### config.mk
export PLATFORM = sky130hd
export DESIGN_NAME = stq_ring
export DESIGN_NICKNAME = d
export VERILOG_FILES = /design/src/rtl/stq_ring.sv
export SDC_FILE = /design/constraint.sdc
export NUM_CORES = 2
export LEC_CHECK = 0
export ABC_CLOCK_PERIOD_IN_PS = 33300
export CAP_MARGIN = 20
export CORE_ASPECT_RATIO = 1.2
export CORE_MARGIN = 2
export CORE_UTILIZATION = 35
export DETAILED_ROUTE_END_ITERATION = 8
export DONT_BUFFER_PORTS = 1
export GPL_TIMING_DRIVEN = 0
export PLACE_DENSITY = 0.59
export SLEW_MARGIN = 30
export SYNTH_ARGS = -nofsm -noshare
export SYNTH_HDL_FRONTEND = slang
export SYNTH_SLANG_ARGS = --single-unit
### constraint.sdc
create_clock -name clk -period 33.3 [get_ports clk]
set_clock_uncertainty 0.15 [all_clocks]
set_input_delay 1.665 -clock clk [delete_from_list [all_inputs] [get_ports clk]]
set_output_delay 1.665 -clock clk [all_outputs]
set_load 0.02 [all_outputs]
### src/rtl/stq_ring.sv
// Store-queue ring buffer: allocation at tail, in-order commit, drain of committed
// stores to the D$ at head, with branch-mask kill and full flush of speculative entries.
module stq_ring #(
    parameter int  DEPTH = 8,
    parameter int  XLEN  = 64,
    parameter int  MASKW = 12,
    localparam int IW    = $clog2(DEPTH)
) (
    input  logic             clk,
    input  logic             rst,
    input  logic             alloc_valid,
    input  logic [MASKW-1:0] alloc_brmask,
    output logic             alloc_ready,
    output logic [IW-1:0]    alloc_idx,
    input  logic             addr_valid,
    input  logic [IW-1:0]    addr_idx,
    input  logic [XLEN-1:0]  addr,
    input  logic             data_valid,
    input  logic [IW-1:0]    data_idx,
    input  logic [XLEN-1:0]  data,
    input  logic             commit_valid,
    input  logic             br_valid,
    input  logic             br_mispredict,
    input  logic [MASKW-1:0] br_resolve_mask,
    input  logic [MASKW-1:0] br_mispredict_mask,
    input  logic             flush,
    output logic             dc_req_valid,
    input  logic             dc_req_ready,
    output logic [XLEN-1:0]  dc_req_addr,
    output logic [XLEN-1:0]  dc_req_data,
    output logic [IW:0]      count,
    output logic             full,
    output logic             empty
);
    typedef logic [IW:0] ptr_t;

    ptr_t             head_q, head_d, commit_q, commit_d, tail_q, tail_d;
    logic [DEPTH-1:0] valid_q, valid_d, cmt_q, cmt_d, av_q, av_d, dv_q, dv_d;
    logic [MASKW-1:0] mask_q [DEPTH];
    logic [MASKW-1:0] mask_d [DEPTH];
    logic [XLEN-1:0]  addr_q [DEPTH];
    logic [XLEN-1:0]  addr_d [DEPTH];
    logic [XLEN-1:0]  data_q [DEPTH];
    logic [XLEN-1:0]  data_d [DEPTH];

    logic             mispredict_s, commit_fire_s, alloc_fire_s, pop_s, kill_found_s;
    logic [MASKW-1:0] alloc_mask_s;
    logic [DEPTH-1:0] kill_vec_s;
    ptr_t             unc_cnt_s, kill_ptr_s, kill_off_s;

    function automatic logic [IW-1:0] slot(input ptr_t p);
        return p[IW-1:0];
    endfunction

    // Age of a physical slot relative to a base pointer, within one lap of the ring
    function automatic ptr_t age_of(input logic [IW-1:0] idx, input ptr_t base);
        return {1'b0, idx - base[IW-1:0]};
    endfunction

    // Occupancy, allocation and drain outputs straight from the current state
    always_comb begin
        count        = tail_q - head_q;
        full         = (count == ptr_t'(DEPTH));
        empty        = (count == ptr_t'(0));
        mispredict_s = br_valid && br_mispredict;
        alloc_ready  = !full && !flush && !mispredict_s;
        alloc_idx    = slot(tail_q);
        dc_req_valid = (head_q != commit_q) && valid_q[slot(head_q)]
                       && av_q[slot(head_q)] && dv_q[slot(head_q)];
        dc_req_addr  = addr_q[slot(head_q)];
        dc_req_data  = data_q[slot(head_q)];
    end

    // Head and commit pointer advance plus allocation qualifiers
    always_comb begin
        commit_fire_s = commit_valid && (commit_q != tail_q);
        commit_d      = commit_q + {{IW{1'b0}}, commit_fire_s};
        pop_s         = dc_req_valid && dc_req_ready;
        head_d        = head_q + {{IW{1'b0}}, pop_s};
        alloc_fire_s  = alloc_valid && alloc_ready;
        unc_cnt_s     = tail_d_base();
        if (br_valid) begin
            alloc_mask_s = alloc_brmask & ~br_resolve_mask;
        end else begin
            alloc_mask_s = alloc_brmask;
        end
    end

    function automatic ptr_t tail_d_base();
        return tail_q - (commit_q + {{IW{1'b0}}, commit_valid && (commit_q != tail_q)});
    endfunction

    // Oldest still-speculative entry hit by the mispredict mask; scanning young-to-old
    // so the last hit wins. Masks are taken before this cycle's resolve clears bits.
    always_comb begin
        kill_found_s = 1'b0;
        kill_ptr_s   = tail_q;
        for (int i = DEPTH - 1; i >= 0; i--) begin
            if ((ptr_t'(i) < unc_cnt_s)
                && ((mask_q[slot(commit_d + ptr_t'(i))] & br_mispredict_mask) != {MASKW{1'b0}})) begin
                kill_found_s = 1'b1;
                kill_ptr_s   = commit_d + ptr_t'(i);
            end else begin
                kill_found_s = kill_found_s;
                kill_ptr_s   = kill_ptr_s;
            end
        end
        kill_off_s = kill_ptr_s - commit_d;
    end

    // Per-slot kill: everything uncommitted on flush, or the young tail from the hit on mispredict
    always_comb begin
        kill_vec_s = {DEPTH{1'b0}};
        for (int i = 0; i < DEPTH; i++) begin
            if (age_of(IW'(i), commit_d) < unc_cnt_s) begin
                kill_vec_s[i] = flush || (mispredict_s && kill_found_s
                                && (age_of(IW'(i), commit_d) >= kill_off_s));
            end else begin
                kill_vec_s[i] = 1'b0;
            end
        end
    end

    // Tail pointer: flush beats mispredict beats allocate
    always_comb begin
        if (flush) begin
            tail_d = commit_d;
        end else if (mispredict_s && kill_found_s) begin
            tail_d = kill_ptr_s;
        end else if (alloc_fire_s) begin
            tail_d = tail_q + ptr_t'(1);
        end else begin
            tail_d = tail_q;
        end
    end

    // Entry array next state
    always_comb begin
        valid_d = valid_q;
        cmt_d   = cmt_q;
        av_d    = av_q;
        dv_d    = dv_q;
        mask_d  = mask_q;
        addr_d  = addr_q;
        data_d  = data_q;
        for (int i = 0; i < DEPTH; i++) begin
            if (alloc_fire_s && (slot(tail_q) == IW'(i))) begin
                valid_d[i] = 1'b1;
                cmt_d[i]   = 1'b0;
                av_d[i]    = 1'b0;
                dv_d[i]    = 1'b0;
                mask_d[i]  = alloc_mask_s;
            end else if (kill_vec_s[i] || (pop_s && (slot(head_q) == IW'(i)))) begin
                valid_d[i] = 1'b0;
                cmt_d[i]   = 1'b0;
                av_d[i]    = 1'b0;
                dv_d[i]    = 1'b0;
            end else begin
                cmt_d[i] = cmt_q[i] | (commit_fire_s && (slot(commit_q) == IW'(i)));
                if (br_valid && valid_q[i] && !cmt_q[i]) begin
                    mask_d[i] = mask_q[i] & ~br_resolve_mask;
                end else begin
                    mask_d[i] = mask_q[i];
                end
                if (addr_valid && (addr_idx == IW'(i)) && valid_q[i]) begin
                    addr_d[i] = addr;
                    av_d[i]   = 1'b1;
                end else begin
                    addr_d[i] = addr_q[i];
                    av_d[i]   = av_q[i];
                end
                if (data_valid && (data_idx == IW'(i)) && valid_q[i]) begin
                    data_d[i] = data;
                    dv_d[i]   = 1'b1;
                end else begin
                    data_d[i] = data_q[i];
                    dv_d[i]   = dv_q[i];
                end
            end
        end
    end

    // State registers; reset clears every pointer, flag and payload
    always_ff @(posedge clk or posedge rst) begin
        if (rst) begin
            head_q   <= {(IW+1){1'b0}};
            commit_q <= {(IW+1){1'b0}};
            tail_q   <= {(IW+1){1'b0}};
            valid_q  <= {DEPTH{1'b0}};
            cmt_q    <= {DEPTH{1'b0}};
            av_q     <= {DEPTH{1'b0}};
            dv_q     <= {DEPTH{1'b0}};
            for (int i = 0; i < DEPTH; i++) begin
                mask_q[i] <= {MASKW{1'b0}};
                addr_q[i] <= {XLEN{1'b0}};
                data_q[i] <= {XLEN{1'b0}};
            end
        end else begin
            head_q   <= head_d;
            commit_q <= commit_d;
            tail_q   <= tail_d;
            valid_q  <= valid_d;
            cmt_q    <= cmt_d;
            av_q     <= av_d;
            dv_q     <= dv_d;
            mask_q   <= mask_d;
            addr_q   <= addr_d;
            data_q   <= data_d;
        end
    end

endmodule

# Word level (Yosys, flattened, before mapping)
# Index checks and enable logic that the tools add are counted.
totals:
  regBits: 1164
  inputBits: 180
  output_inout_bits: 139
  word_cells: 568
op_classes:
  n_addsub: 21
  order_cmp: 34
  eq_ne: 46
  muxes: 168
  bitwise_logic: 51
  n_reduce_logical: 196
ops:
  columns: ["cell", "n"]
  rows:
  - ["$mux 12", 41]
  - ["$bmux 64 s3", 2]
  - ["$bmux 12 s3", 8]
  - ["$mux 64", 4]
  - ["$and 12x12->12", 17]
  - ["$mux 1", 99]
  - ["$logic_and 1x1->1", 98]
  - ["$reduce_bool 12->1", 8]
  - ["$eq 3x3->1 const B", 20]
  - ["$reduce_bool 3->1", 17]
  - ["$reduce_and 3->1", 16]
  - ["$mux 4", 11]
  - ["$ge 4x4->1 const B", 9]
  - ["$not 3->4", 9]
  - ["$ge 3x4->1", 8]
  - ["$lt 3x4->1", 8]
  - ["$reduce_bool 2->1", 16]
  - ["$eq 3x2->1 const B", 10]
  - ["$add 4x3->4 const B", 4]
  - ["$logic_or 1x1->1", 16]
  - ["$lt 3x4->1 const A", 4]
  - ["$ne 2x2->1 const B", 8]
  - ["$not 1->1", 16]
  - ["$reduce_and 2->1", 8]
  - ["19 further kinds", 59]

# Logic depth before layout (Yosys ltp)
depth:
  depth_word: 27
  mapped_depth: 38
  depth_no_buf: 32

# Worst setup path before layout
# No wires, ideal clock.
synth_timing:
  kind: "in2reg"
  start: "in commit_valid"
  end: "reg addr_q[136] (netlist bit)"
  setup_time_ns: 0.125
  arrival_ns: 8.619
  t_required_ns: 33.025
  setup_slack_ns: 24.406
  stages: 34
  path_buffers: 9
  cell_sequence: "o41ai_1 > inv_1 > ha_1 > ha_1 > buf_2 > buf_2 > buf_2 > buf_1 > clkbuf_1 > clkbuf_1 > xnor2_1 > ha_1 > nor2_1 > xnor2_1 > a21oi_1 > a31oi_1 > clkbuf_1 > a21oi_1 > o21ai_0 > a211oi_1 > a21oi_1 > o21ai_0 > o21ai_0 > a21oi_1 > ha_1 > or2_2 > a221oi_2 > or2_2 > nand2_1 > a211oi_1 > a21oi_1 > buf_2 > buf_2 > mux2_2"
synth_via:
  elab_chain_cells: 26
  elab_cells_between_ends: 101
  classes_between: "11 x add/sub; 10 x order compare; 41 x mux; 17 x bitwise; 22 x reduce/logical"
synth_lines:
  columns: ["item", "line", "text"]
  rows:
  - ["start: declaration", "21", "input logic commit_valid,"]
  - ["$logic_and 1x1->1 *", "76", "commit_fire_s = commit_valid && (commit_q != tail_q);"]
  - ["$add 4x1->4 *", "77", "commit_d = commit_q + {{IW{1'b0}}, commit_fire_s};"]
  - ["named net commit_d[1]", "37", "ptr_t head_q, head_d, commit_q, commit_d, tail_q, tail_d;"]
  - ["$add 4x3->4", "102", "kill_ptr_s = commit_d + ptr_t'(i);"]
  - ["$not 3->4 (not written as such)", "100", "&& ((mask_q[slot(commit_d + ptr_t'(i))] & br_mispredict_mask) != {MASKW{1'b0}})) begin"]
  - ["$bmux 12 s3", "100", null]
  - ["$mux 12 (not written as such) (2 in series)", "100", null]
  - ["$and 12x12->12", "100", null]
  - ["(+10 left out)", null, null]
  - ["$sub 4x4->4", "108", "kill_off_s = kill_ptr_s - commit_d;"]
  - ["$ge 3x4->1", "117", "&& (age_of(IW'(i), commit_d) >= kill_off_s));"]
  - ["$logic_and 1x1->1", "117", null]
  - ["$logic_or 1x1->1", "116", "kill_vec_s[i] = flush || (mispredict_s && kill_found_s"]
  - ["$mux 1 *", "115", "if (age_of(IW'(i), commit_d) < unc_cnt_s) begin"]
  - ["$logic_or 1x1->1 *", "153", "end else if (kill_vec_s[i] || (pop_s && (slot(head_q) == IW'(i)))) begin"]
  - ["$not 1->1 (no source line) *", null, null]
  - ["$reduce_and 3->1 (no source line) *", null, null]
  - ["end signal: indexed assignment", "195", "addr_q[i] <= {XLEN{1'b0}};"]
  - ["end signal: assignment", "207", "addr_q <= addr_d;"]
  - ["end: declaration", "41", "logic [XLEN-1:0] addr_q [DEPTH];"]
# Mark *: on every way through the listed nets, which the timed path passes. The rest lies on a longest branch. The select of a mux whose other input is x is not followed.
# A chain may end at the register's enable or synchronous reset.

# Final worst setup path
layout_timing:
  start: "reg commit_q[1]"
  end: "reg addr_q[369] (netlist bit)"
layout_via:
  elab_chain_cells: 27
  elab_cells_between_ends: 108
  classes_between: "11 x add/sub; 10 x order compare; 2 x eq/ne; 41 x mux; 17 x bitwise; 27 x reduce/logical"
layout_lines:
  columns: ["item", "line", "text"]
  rows:
  - ["start: declaration", "37", null]
  - ["start signal: assignment", "187", "commit_q <= {(IW+1){1'b0}};"]
  - ["start signal: assignment", "200", "commit_q <= commit_d;"]
  - ["$ne 4x4->1", "76", null]
  - ["$logic_and 1x1->1", "76", null]
  - ["$add 4x1->4 *", "77", null]
  - ["named net commit_d[1]", "37", null]
  - ["$add 4x3->4", "102", null]
  - ["$not 3->4 (not written as such)", "100", null]
  - ["$bmux 12 s3", "100", null]
  - ["$mux 12 (not written as such) (2 in series)", "100", null]
  - ["(+11 left out)", null, null]
  - ["$sub 4x4->4", "108", null]
  - ["$ge 3x4->1", "117", null]
  - ["$logic_and 1x1->1", "117", null]
  - ["$logic_or 1x1->1", "116", null]
  - ["$mux 1 *", "115", null]
  - ["$logic_or 1x1->1 *", "153", null]
  - ["$not 1->1 (no source line) *", null, null]
  - ["$reduce_and 3->1 (no source line) *", null, null]
# Marks and branches as above.

==> results_tabular.tex <==
\begin{tabular}{lr}
\hline
Metric & Value \\
\hline
\multicolumn{2}{l}{\textbf{Status}} \\
\quad Result of the run & completed \\
\multicolumn{2}{l}{\textbf{Global routing}} \\
\quad GR Util met2 & 34.82\% \\
\quad Largest net degree at the start of global routing & 32 \\
\quad Antenna violations before repair & 9 \\
\quad Fraction of met1 tracks used by global routing & 27.07\% \\
\quad Most utilized layer in the global route result & met2 \\
\quad All-layer global routing usage & 21.12\% \\
\quad GR Overflow Total & 0 \\
\quad Vias in the first global route & 39900 \\
\quad Wire length of the first global-routing pass & 268.0 mm \\
\quad Fraction of met3 tracks used by global routing & 4.777\% \\
\multicolumn{2}{l}{\textbf{Timing}} \\
\quad Final Worst Setup Slack & 21.12 ns \\
\quad Number of hold-slack violations in the final timing report & 0 \\
\quad Max Freq & 0.08211 GHz \\
\quad Number of setup violations in the final report & 0 \\
\quad Transition time at the pin with the least slew margin & 1.001 ns \\
\quad Share of the clock period used by the worst path after layout & 36.57\% \\
\quad Max Slew Vio Count & 0 \\
\quad Headroom to the max-slew limit & 33.29\% \\
\quad RSZ-0062 raised after global routing & no \\
\quad Setup TNS & 0 ns \\
\quad Final critical path time including I/O delays and setup & 12.18 ns \\
\quad Worst hold slack & 0.3301 ns \\
\multicolumn{2}{l}{\textbf{Route}} \\
\quad Vias per Instance & 5.607 \\
\quad Average wire per standard cell & 26.57 um \\
\quad Post-DRT Antenna Nets & 0 \\
\quad Total number of vias & 37900 \\
\quad DRC violation total after the first TritonRoute iteration & 2621 \\
\quad Residual DRC & 0 \\
\quad TritonRoute pass-1 iters & 5 \\
\quad Final wirelength & 179.6 mm \\
\multicolumn{2}{l}{\textbf{CTS}} \\
\quad H-Tree Level Count & 3 \\
\quad Post-CTS setup-driven buffer insertion count & 0 \\
\quad CTS-repair resized insts & 0 \\
\quad CTS sink cnt & 1164 \\
\quad CTS tree & yes \\
\quad Worst skew pair latency & 0.76 ns \\
\quad Root buffer cell & clkbuf\_16 \\
\quad Clock slew at reported path FFs & 0.07 ns \\
\quad Maximum number of buffers from clock root to sink & 3 \\
\quad CTS Buf Count & 119 \\
\quad Post-CTS Hold Fix Bufs & 0 \\
\multicolumn{2}{l}{\textbf{Synth}} \\
\quad Number of enable-type register cells in the synthesized netlist & 0 \\
\quad Synth Flop Type & dfrtp\_1 \\
\quad Commonest cells in the netlist & dfrtp\_1, mux2\_2, nand2\_1 \\
\quad Proportion of netlist area held by the largest area contributor & 50.06\% \\
\quad Largest cells by area after synthesis & dfrtp\_1, mux2\_2, mux4\_2 \\
\quad Number of nets in the synthesized netlist & 4561 \\
\quad Sequential-to-total area share from yosys stat & 50.06\% \\
\quad Syn avg cell area & 13.39 um2 \\
\quad Post-synthesis async set-or-reset flop share & 100.0\% \\
\quad Synthesis warning total & 0 \\
\quad Cell count after synthesis & 4344 \\
\quad Number of distinct library cells after synthesis & 86 \\
\quad Post-synthesis cell type with the largest combined area & dfrtp\_1 \\
\quad Most common cell in the netlist & dfrtp\_1 \\
\quad Mapped Area & 58180 um2 \\
\quad Number of storage elements in the synthesis netlist & 1164 \\
\multicolumn{2}{l}{\textbf{Floorplanning}} \\
\quad Number of rows in the core area & 163 \\
\quad Area of the core & 164800 um2 \\
\quad Num ports & 319 \\
\quad DIE AREA & 169500 um2 \\
\quad Initial core utilization & 35.31\% \\
\quad DIE HEIGHT & 450.6 um \\
\quad Horizontal extent of the die & 376.2 um \\
\multicolumn{2}{l}{\textbf{Final layout}} \\
\quad Final Cell Area & 66330 um2 \\
\quad Non-filler cells in the finished layout & 6759 \\
\quad Fraction of final layout cells with drive strength greater than 1 & 36.10\% \\
\quad Final core utilization & 40.25\% \\
\quad Area growth, synth to finish & 14.00\% \\
\quad Number of fillers in the final layout & 15310 \\
\quad Post-layout net count & 4734 \\
\multicolumn{2}{l}{\textbf{Power and ir drop}} \\
\quad P\_int & 3.843 mW \\
\quad Largest voltage drop on the vdd net & 0.09604 mV \\
\quad Power per unit of standard cell area & 96.91 nW/um2 \\
\quad Leakage power total & 31.27 nW \\
\quad Sequential share of power & 30.7\% \\
\quad Switching portion of total power & 40.22\% \\
\quad Clock Power Share & 22.6\% \\
\quad Combinational fraction of design power & 46.7\% \\
\quad Switching power of the nets & 2.585 mW \\
\quad Total chip power & 6.428 mW \\
\multicolumn{2}{l}{\textbf{Worst setup path}} \\
\quad Required @ worst endpoint & 33.77 ns \\
\quad Critical Path AT & 12.65 ns \\
\quad Peak fanout along the critical path & 10 \\
\quad Worst path slowest cell & nor3\_1 \\
\quad Startpoint type of the worst setup path & flop \\
\quad Category of the most critical setup path & flop to flop \\
\quad Worst Setup End Kind & flop \\
\quad Max stage delay on crit path & 0.80 ns \\
\multicolumn{2}{l}{\textbf{Job}} \\
\quad \# Max-Cap Violations & 0 \\
\multicolumn{2}{l}{\textbf{Place}} \\
\quad Setup Slack @ Placement & 21.07 ns \\
\quad Detailed placer's ending HPWL & 129.7 mm \\
\quad DP Cell Count & 6541 \\
\quad Count of port buffers added during placement & 0 \\
\quad Weighted congestion reported at the end of routability-driven placement & 0.9672 \\
\quad Post-place instance area & 62020 um2 \\
\multicolumn{2}{l}{\textbf{Min path}} \\
\quad Type of the most critical hold path & flop to flop \\
\hline
\end{tabular}
==> kinds of logic after synthesis <==
| kind of cell | Yosys count | synth area share (%) |
|---|---|---|
| multiplexers | 1474 | 34.30 |
| flip-flops | 1164 | 50.06 |
| AND/OR/NAND/NOR | 840 | 6.023 |
| AO/OA/AOI/OAI | 433 | 5.301 |
| buffers and inverters | 366 | 2.922 |
| adder cells (fa/ha/maj) | 38 | 0.8258 |
| XOR/XNOR | 29 | 0.5634 |
==> final timing paths <==
| kind | startpoint | end | slack (ns) | cells past startpoint |
|---|---|---|---|---|
| worst max-delay path | commit_q[1] | addr_q[369] | 21.12 | 38 |
| max in group asynchronous | rst | data_q[155] | 29.61 | 12 |
| worst min register to register | dv_q[1] | dv_q[1] | 0.33 | 1 |
| min in group asynchronous | rst | mask_q[27] | 0.69 | 1 |
| worst max register to register | commit_q[1] | addr_q[369] | 21.12 | 38 |
| worst min-delay path | dv_q[1] | dv_q[1] | 0.33 | 1 |
==> placed cells by master, fill, tap and decap left out, types with 17 or more instances in the layout <==
| master | instances |
|---|---|
| dfrtp_1 | 1164 |
| mux2_2 | 880 |
| nand2_1 | 511 |
| mux4_2 | 297 |
| nor2_1 | 178 |
| mux2_1 | 173 |
| clkbuf_1 | 137 |
| a21oi_1 | 128 |
| clkbuf_16 | 120 |
| buf_2 | 100 |
| mux2i_1 | 90 |
| a41oi_1 | 52 |
| buf_1 | 43 |
| a221oi_1 | 42 |
| inv_1 | 39 |
| buf_12 | 38 |
| ha_1 | 36 |
| mux2_4 | 34 |
| clkbuf_8 | 33 |
| o21ai_0 | 32 |
| nand3_1 | 31 |
| buf_4 | 30 |
| a21o_1 | 25 |
| a22oi_1 | 22 |
| o22ai_1 | 19 |
| nor3_1 | 19 |
| nor2b_1 | 17 |
==> state kept, by name, indices dropped and copies added (netlist names) <==
register,flops
commit_q,4
mask_q,96
data_q,512
tail_q,4
valid_q,8
dv_q,8
head_q,4
cmt_q,8
av_q,8
addr_q,512
==> area by class of cell <==
class / count / area, um2 / area share, %
Clock buffer: 171 / 3525 / 5.314
Antenna cell: 2 / 5.005 / 0.007545
Inverter: 45 / 175.2 / 0.2641
Clock inverter: 45 / 769.5 / 1.160
Buffer: 321 / 1564 / 2.358
Tap cell: 2145 / 2684 / 4.046
Multi-Input combinational cell: 2814 / 27370 / 41.26
Sequential cell: 1164 / 29130 / 43.91
Timing Repair Buffer: 52 / 1110 / 1.673
==> routing by layer <==
| layer | vias up | part of all wire (%) | wire (um) |
|---|---|---|---|
| li1 | 16380 | - | - |
| met1 | 20100 | 42 | 75070 |
| met2 | 1106 | 48 | 86770 |
| met3 | 303 | 6.4 | 11540 |
| met4 | 6 | 3.4 | 6152 |
| met5 | - | 0.014 | 26 |
==> power by group through the flow <==
| stage | logic, mW | registers [mW] | clock network, mW |
|---|---|---|---|
| after CTS | 2.95 | 1.96 | 1.49 |
| final | 3.00 | 1.97 | 1.46 |
| after floorplan | 2.17 | 1.92 | 0 |
| after detailed placement | 2.94 | 1.99 | 0 |
| after global routing | 3.22 | 2.01 | 1.55 |
| after global placement | 2.90 | 1.99 | 0 |
==> worst max-delay path: cells and delay by family (launching register included) <==
family,cells,cell delay [ns]
xor+xnor,3,0.80
flops,1,0.35
buf+inv,11,4.76
compound gates,15,3.02
mux,1,0.38
simple gates,4,1.23
fa+ha+maj,4,1.32
(Power assumes the default switching activity.)
